<file path="src/rtl/pause_ctrl.sv">
// Pause controller: debounced user pause toggle, external pause sources,
// and video dimming after a long pause.
module pause_ctrl #(
    parameter logic [31:0] DIM_CYCLES      = 32'h0E4E1C00,
    parameter logic [15:0] DEBOUNCE_CYCLES = 16'd1200
) (
    input  logic       clk_sys,
    input  logic       reset_n,
    input  logic       pause_btn,
    input  logic       osd_open,
    input  logic       osd_pause_en,
    input  logic       hs_access,
    input  logic [7:0] rgb_in,
    output logic       pause,
    output logic       pause_user,
    output logic       dim_video,
    output logic [7:0] rgb_out
);

    typedef enum logic [1:0] {
        RUN,
        PAUSED,
        DIMMED
    } state_t;

    state_t      state_q;
    state_t      state_d;
    logic [31:0] timer_q;
    logic [31:0] timer_d;

    logic        sync1_q;
    logic        sync2_q;
    logic        deb_q;
    logic        edge_q;
    logic [15:0] cnt_q;
    logic        press;

    // The debounced level only moves after a long enough run of
    // disagreeing synchronized samples; any agreeing sample restarts it.
    always_ff @(posedge clk_sys) begin
        if (!reset_n) begin
            sync1_q <= 1'b0;
            sync2_q <= 1'b0;
            deb_q   <= 1'b0;
            edge_q  <= 1'b0;
            cnt_q   <= '0;
        end else begin
            sync1_q <= pause_btn;
            sync2_q <= sync1_q;
            edge_q  <= deb_q;
            if (sync2_q == deb_q) begin
                cnt_q <= '0;
            end else if (cnt_q == DEBOUNCE_CYCLES) begin
                deb_q <= sync2_q;
                cnt_q <= '0;
            end else begin
                cnt_q <= cnt_q + 16'd1;
            end
        end
    end

    assign press = deb_q & ~edge_q;

    always_ff @(posedge clk_sys) begin
        if (!reset_n) begin
            state_q <= RUN;
            timer_q <= '0;
        end else begin
            state_q <= state_d;
            timer_q <= timer_d;
        end
    end

    always_comb begin
        state_d = state_q;
        timer_d = timer_q;
        unique case (state_q)
            RUN: begin
                if (press) begin
                    state_d = PAUSED;
                    timer_d = '0;
                end
            end
            PAUSED: begin
                if (press) begin
                    state_d = RUN;
                    timer_d = '0;
                end else if (timer_q == DIM_CYCLES) begin
                    state_d = DIMMED;
                end else if (timer_q != '1) begin
                    timer_d = timer_q + 32'd1;
                end
            end
            DIMMED: begin
                if (press) begin
                    state_d = RUN;
                    timer_d = '0;
                end
            end
            default: begin
                state_d = RUN;
                timer_d = '0;
            end
        endcase
    end

    assign pause_user = (state_q != RUN);
    assign dim_video  = (state_q == DIMMED);
    assign pause      = hs_access | pause_user
                      | (osd_open & osd_pause_en);

    // Dimming halves each channel by dropping its LSB.
    always_ff @(posedge clk_sys) begin
        if (!reset_n) begin
            rgb_out <= '0;
        end else if (dim_video) begin
            rgb_out <= {1'b0, rgb_in[7:6],
                        1'b0, rgb_in[4:3],
                        1'b0, rgb_in[1]};
        end else begin
            rgb_out <= rgb_in;
        end
    end

endmodule

</file>
<file path="config.mk">
export PLATFORM = sky130hd
export DESIGN_NAME = pause_ctrl
export DESIGN_NICKNAME = d
export VERILOG_FILES = /design/src/rtl/pause_ctrl.sv
export SDC_FILE = /design/constraint.sdc
export NUM_CORES = 1
export LEC_CHECK = 0
export ABC_AREA = 1
export BUFFER_PORTS_ARGS = -buffer_cell sky130_fd_sc_hd__buf_4
export CAP_MARGIN = 20
export CORE_MARGIN = 2
export CORE_UTILIZATION = 46
export CTS_BUF_LIST = sky130_fd_sc_hd__clkbuf_4
export DETAILED_ROUTE_END_ITERATION = 6
export SYNTH_ARGS = -nofsm -noshare
export SYNTH_HDL_FRONTEND = slang
export SYNTH_SLANG_ARGS = --single-unit
</file>
<file path="constraint.sdc">
create_clock -name clk_sys -period 2 [get_ports clk_sys]
set_input_delay 0.1 -clock clk_sys [delete_from_list [all_inputs] [get_ports clk_sys]]
set_output_delay 0.1 -clock clk_sys [all_outputs]
set_load 0.005 [all_outputs]
</file>
# Word level (Yosys, flattened, before mapping)
# Index checks and enable logic that the tools add are counted.
# totals
register_bits	62
elab_cells	49
# op_classes
add_sub_neg	2
eq_ne	12
muxes	11
n_bitwise	7
reduce_logical	8
# op_table
op	count
two-way mux 32 bit	4
case mux 32 bit (2 select lines)	1
adder 32 x 1 -> 32 bit (second input constant)	1
== test 32 x 28 -> 1 bit (second input constant)	1
inequality test 32 bit (second input constant)	1
adder 16 x 1 -> 16 bit (second input constant)	1
== test 16 x 11 -> 1 bit (second input constant)	1
inequality test 3 bit (second input constant)	3
two-way mux 2 bit	4
two-way mux 7 bit	1
case mux 2 bit (3 select lines)	1
AND reduction 3 bit	2
inequality test 2 x 1 -> 1 bit (second input constant)	2
OR reduction 2 bit	2
NOT 1 bit	3
OR reduction 3 bit	1
AND 1 bit	2
== test 2 x 1 -> 1 bit (second input constant)	1
== test 2 bit (second input constant)	1
zero test 2 bit	1
inequality test 2 bit (second input constant)	1
OR 1 bit	2
AND reduction 2 bit	1
nonzero test 2 bit	1
== test 1 bit	1

# Depth between registers and ports, before layout
# Gate-level depths: netlist of the first run.
# depth
ltp_word	5
ltp_mapped	12
depth_no_buf	12

# Worst setup path after synthesis of the first run
# No wires, ideal clock.
# synth_timing
path_type	register to register
start	register timer_q[0]
end	register timer_q[30]
setup_time_ps	67
t_arrival_ps	1568
t_required_ps	1933
path_slack_ps	365
stages_incl_launch_ff	12
n_path_buf	2
cell_sequence	dfxtp_1 ha_1 nand2_2 nor2_4 nand2_4 nor2_8 nand2_4 nand3_4 buf_8 buf_8 nand2_2 a21oi_2
# synth_via
elab_chain_len	5
# synth_lines
item	line_no	text
start: declaration	28	logic [31:0] timer_q;
start signal: assignment	70	timer_q <= timer_d;
adder 32 x 1 -> 32 bit	91	timer_d = timer_q + 32'd1;
two-way mux 32 bit	90	end else if (timer_q != '1) begin
two-way mux 32 bit	88	end else if (timer_q == DIM_CYCLES) begin
two-way mux 32 bit	85	if (press) begin
case mux 32 bit (2 select lines)	77	unique case (state_q)
# Parallel ways exist; a longest one is shown, timed or not. The select of a mux whose other input is x is not followed.
# A chain may end at the register's enable or synchronous reset.

# Final worst setup path of the first run
# layout_timing
start	register timer_q[2]
end	register timer_q[15]
# Same word-level chain as after synthesis.

==> results of run 1 <==
-- synthesized netlist by cell type (all sizes together), types with 3 or more instances --
| cell type | count |
|---|---|
| nand2 | 196 |
| nor2 | 125 |
| inv | 73 |
| dfxtp | 62 |
| nand3 | 40 |
| a21oi | 37 |
| o21ai | 16 |
| nand4 | 13 |
| nor3 | 12 |
| clkbuf | 8 |
| buf | 6 |
| ha | 4 |
| or2 | 4 |
| xor2 | 3 |
-- worst max-delay path, stage by stage, from the launching register on --
cell	delay [ns]
dfxtp_1	0.46
nand2_1	0.08
nor2_1	0.20
nand2_1	0.21
nor2_1	0.42
nand2_1	0.09
nand3_1	0.10
nor2_1	0.05
nand2_1	0.06
a21oi_1	0.05
-- repair_timing --
action,4_1_cts,5_1_grt
hold endpoints to repair,9,0
hold buffers,9,0
setup endpoints to repair,0,13
resized for setup,0,2
-- stage by stage --
| step | worst slack, ns | utilization (%) |
|---|---|---|
| 6_report | 0.1809 | 54.58 |
| 5_1_grt | 0.009021 | 54.58 |
| 4_1_cts | 0.04302 | 54.49 |
| 3_5_place_dp | 0.06207 | 51.85 |
| 3_3_place_gp | 0.07640 | 51.85 |
| 2_1_floorplan | 0.3648 | - |
-- kinds of logic (layout without fill, tap and decap cells) --
group                      count (synthesis)  after routing  share of synthesized area, %
AOI/OAI and AO/OA                         56             56                         7.965
xor gates and xnor gates                   4              4                        0.9532
adders and majority gates                  4              4                         1.362
buffers and inverters                     87            135                         9.836
DFF                                       62             62                         33.76
and+or+nand+nor                          396            396                         46.12
-- report_power, final --
group / internal [mW] / total [mW] / leakage (nW) / switching, mW
sequential: 1.25 / 1.25 / 0.502 / 0.00319
combinational: 0.0495 / 0.0879 / 1.17 / 0.0384
clock: 0.264 / 0.783 / 0.0621 / 0.519
total: 1.56 / 2.12 / 1.73 / 0.560
-- how the worst max path moves through the flow --
stage / endpoint / cells past startpoint / slack (ns)
2_1_floorplan: timer_q[30]$_SDFFE_PN0P_ / 11 / 0.36
3_3_place_gp: timer_q[2]$_SDFFE_PN0P_ / 11 / 0.08
3_5_place_dp: timer_q[2]$_SDFFE_PN0P_ / 11 / 0.06
4_1_cts: timer_q[2]$_SDFFE_PN0P_ / 11 / 0.04
5_1_grt: timer_q[27]$_SDFFE_PN0P_ / 10 / 0.009
6_report: timer_q[15]$_SDFFE_PN0P_ / 9 / 0.18
-- flip-flops by register name (all words and copies together), names as in the netlist --
name,count
cnt_q,16
deb_q,1
edge_q,1
rgb_out,8
state_q,2
sync1_q,1
sync2_q,1
timer_q,32
-- area by class of cell --
type / count / area share (%)
tap: 102 / 3.026
multi-input combinational: 460 / 49.33
clock inverter: 6 / 0.9196
sequential: 62 / 29.43
inverter: 73 / 6.497
timing repair buffer: 46 / 9.018
clock buffer: 10 / 1.780
-- per-layer routing --
layer / up-vias / global-route usage (%) / wire, um
met4: 0 / 5.760 / 90
met1: 1691 / 33.33 / 4844
met3: 9 / 5.077 / 563
met2: 83 / 35.79 / 4008
met5: - / 0 / 0
li1: 1994 / - / -
==> flow_summary.toml, run 1 <==
[status]
status = "completed"

[detailed_routing]
drtAntennaViolNets = 0
vias_per_cell = 4.976
wire_per_inst_um = 12.53
drc = 0
drtIter0Drc = 178
wl_mm = 9.507
num_vias = 3777
drt_first_pass_iters = 4

[grt]
grt_pass1_wl_mm = 16.23
grt_start_max_net_pins = 29
grt_util_all_layers_pct = 23.35
grt_pass1_vias = 3408
antenna_found_initial = 0
overflow = 0

[yosys]
synthDistinctLibCells = 29
yosys.area.top_type_share_pct = 33.76
ys_ff_latch = 62
yosysSeqAreaShare_pct = 33.76
yosysTopAreaCell = "dfxtp_1"
synth_edf_count = 0
synthTopCellsByArea = "dfxtp_1, nand2_1, nor2_1"
ys_warn_count = 0
synth_area_um2 = 3676
ys.flop_type = "dfxtp_1"
async_flop_share_pct = 0
syn_nets = 627
syn_inst = 609
avgSynthCellArea_um2 = 6.036

[sta]
tns_ns = 0
fin_crit_sh_pct = 90.95
slew_viol_final = 0
rsz0062_at_grt = "false"
fmax_ghz = 0.5497
setup_viol_count_final = 0
skew_ns = 0.01896
tightest_slew_ns = 0.6014
relSlewSlack_pct = 59.86
whs_ns = 0.1492
timing.final.hold_violations = 0
min_period_ns = 1.819

[worst_setup_path]
r2r-end = "timer_q[15]$_SDFFE_PN0P_"
required_ns = 2.31
reg2reg_slack_ns = 0.18
cp-startpoint = "timer_q[2]$_SDFFE_PN0P_"
worstReg2RegStart = "timer_q[2]$_SDFFE_PN0P_"
cp_max_fo = 7
cp.arrival_ns = 2.12
r2r_cells = 9
critPathLaunchType = "register"
crit_type = "register to register"
cp-end-kind = "register"

[die]
initial_utilization_pct = 47.57
fp.dieH_um = 93.40
io_pins = 25
core.rowCount = 32
coreArea_um2 = 7727
die_area_um2 = 8723
fp.dieW_um = 93.40

[hold_path]
hp-start = "reset_n"
hp-class = "input pin to register"
holdPathEnd = "sync2_q$_SDFF_PN0_"
hold_path_depth = 4

[layout]
layout.nets = 670
antenna_cells = 0
layout_commonest_cell = "nand2_1"
fin_cells = 759
drive_gt1_share_pct = 10.96
multi_input_area_um2 = 2081
seqCellArea_um2 = 1241
synthToLayoutAreaGrowth_pct = 14.74
final_cell_mix = "nand2_1, nor2_1, inv_1, dfxtp_1, nand3_1"
num-fill-cells = 803
final_area_um2 = 4218

[place]
dp_hpwl_mm = 6.948
dpl_cell_area_um2 = 4006
gp_congestion = 0.9565
placed_cells = 734
io_buffer_count = 24

[cts]
clk_pin_slew_ns = 0.11
clock_latency_ns = 0.43
cts_root_buf = "clkbuf_4"
clk_path_buf_depth = 2
h-tree-depth = 3
cts_tree = "yes"
cts.sinks = 62
cts_setup_buffers = 0
cts_buffers = 9

[power]
peakVddDrop_uv = 237.0
leakagePower_nw = 1.733
power_density_nw_per_um2 = 502.5
finalPower_mw = 2.120

[job]
cap_violations = 0
Note: power is estimated with default switching activity, not from simulation.
==> inputs of run 2 (changes only) <==
Settings changed: ABC_AREA 1 to unset.
==> run 2 against run 1 <==
Effect of this change:
- combinational power up 1%
- clock-buffer cell count unchanged
- cell area up 1.5%
- power up 10%
- the flow now finishes with violations (setup timing)
- setup slack worse by 0.20 ns
- largest power group unchanged
- die area down 12%
==> flow_summary.toml, run 2 <==
[worst_setup_path]
crit_type = "register to register"
required_ns = 2.27
max_stage_delay_ns = 0.55
cp.arrival_ns = 2.29
crit_chain = "nand4_1, or4b_4, nor4b_4, buf_4, or2_4, buf_12, o311ai_4"
critPathLaunchType = "register"
cp_slowest_cell = "or4b_4"
cp-end-kind = "register"
reg2reg_slack_ns = -0.02
cp_max_fo = 8

[layout]
antenna_cells = 0
layout.nets = 480
final_cell_mix = "buf_4, dfxtp_1, nand2_1, nor2_1, nand4_1"
reg_top3 = "timer_q (32), cnt_q (16), rgb_out (8)"
drive_gt1_share_pct = 30.84
synthToLayoutAreaGrowth_pct = 33.18
largest_reg_flops = 32
regMostFlops = "timer_q"
layout_commonest_cell = "buf_4"
final_area_um2 = 4279
fin_cells = 563

[die]
die_area_um2 = 7669
fp.dieW_um = 87.58
core.rowCount = 30
coreArea_um2 = 6794
io_pins = 25
fp.dieH_um = 87.58
initial_utilization_pct = 47.29

[power]
finalPower_mw = 2.340
power_density_nw_per_um2 = 546.8
leakagePower_nw = 1.583
peakVddDrop_uv = 302.1

[yosys]
synthDistinctLibCells = 59
yosys.area.top_type_share_pct = 38.63
synthTopCellsByArea = "dfxtp_1, nand2_1, nor2_1"
synth_edf_count = 0
avgSynthCellArea_um2 = 8.478
yosysSeqAreaShare_pct = 38.63
ys_ff_latch = 62
ys_top_cells_by_count = "dfxtp_1, nand2_1, nor2_1"
ys_warn_count = 0
synth.most_common_cell = "dfxtp_1"
yosysTopAreaCell = "dfxtp_1"
syn_inst = 379
ys.flop_type = "dfxtp_1"
async_flop_share_pct = 0
synth_area_um2 = 3213
syn_nets = 397

[sta]
rsz0062_at_grt = "true"
setup_viol_count_final = 7
min_period_ns = 2.022
relSlewSlack_pct = 65.08
slew_viol_final = 0
tns_ns = -0.07892
fmax_ghz = 0.4945
fin_crit_sh_pct = 101.1
skew_ns = 0.01290
layout_setup_ws_ns = -0.02233
timing.final.hold_violations = 0
tightest_slew_ns = 0.5232

[detailed_routing]
drtIter0Drc = 127
drtAntennaViolNets = 0
wl_mm = 8.913
drt_first_pass_iters = 4
num_vias = 3260
wire_per_inst_um = 15.83
vias_per_cell = 5.790
drc = 0

[grt]
grt_pass1_vias = 3009
grt_start_max_net_pins = 25
grt_pass1_wl_mm = 14.62
antenna_found_initial = 0
overflow = 0
grt_util_all_layers_pct = 24.21

[place]
post-place-ws_ns = -0.04715
io_buffer_count = 24
dpl_cell_area_um2 = 3802
dp_hpwl_mm = 5.853
placed_cells = 527
gp_congestion = 0.8445

[status]
status = "complete, but fails checks"
failed_checks = "setup timing"

[cts]
clock_latency_ns = 0.41
clk_pin_slew_ns = 0.10
cts_tree = "yes"
cts_buffers = 9
cts_root_buf = "clkbuf_4"
h-tree-depth = 3
cts.sinks = 62
clk_path_buf_depth = 2

[job]
cap_violations = 0

[hold_path]
hp-class = "input pin to register"
## run 2: logic make-up after synthesis
group,synth area share [%]
AND/OR/NAND/NOR,31.04
AO/OA/AOI/OAI,19.78
flip-flops,38.63
buffers and inverters,4.595
XOR/XNOR,4.089
adder cells (fa/ha/maj),1.558
multiplexers,0.3115
## run 2: worst paths after layout
path                                 start  cells after the start                  endpoint
setup / recovery  timer_q[29]$_SDFFE_PN0P_                      7  timer_q[13]$_SDFFE_PN0P_
hold / removal                     reset_n                      3  timer_q[31]$_SDFFE_PN0P_
setup reg to reg  timer_q[29]$_SDFFE_PN0P_                      7  timer_q[13]$_SDFFE_PN0P_
hold reg to reg         sync1_q$_SDFF_PN0_                      1        sync2_q$_SDFF_PN0_
## run 2: metrics by stage
step	util, %	hold slack, ns
2_1_floorplan	-	0.2273
3_3_place_gp	55.97	0.3161
3_5_place_dp	55.97	0.3147
4_1_cts	60.20	0.03987
5_1_grt	62.98	0.09780
6_report	62.98	0.08841
## run 2: critical path: cells and delay by family, from the launching register on
family                 cells  cell delay [ns]
buffers and inverters      2             0.33
and+or+nand+nor            4             1.13
AOI/OAI and AO/OA          1             0.08
DFF                        1             0.34
## run 2: area by class of cell
type	count	area (um^2)
inverters	10	37.54
clock inverters	6	86.33
repair buffers	93	772.0
well taps	96	120.1
clock buffers	10	75.07
flip-flops and latches	62	1254
fillers	588	2515
multi-input cells	286	1934
## run 2: power breakdown
group,total (mW),switching [mW],leakage [nW],internal (mW)
Sequential,1.25,0.00413,0.507,1.24
Combinational,0.0890,0.0383,0.989,0.0508
Clock,1.00,0.483,0.0864,0.519
## run 2: per-layer routing
metal / GRT usage (%) / wire length, um / vias to the layer above
met5: 0 / 0 / -
met4: 9.510 / 143 / 0
met3: 5.090 / 369 / 15
met2: 36.71 / 3995 / 80
met1: 33.74 / 4405 / 1549
li1: - / - / 1616
## run 2: what timing repair did
item / 4_1_cts / 5_1_grt
setup endpoints to repair: 8 / 28
pin swaps: 3 / 20
buffers inserted: 1 / 7
resized for setup: 6 / 34
endpoints found under the hold margin: 9 / 0
gates cloned: 0 / 1
hold buffers: 11 / 0
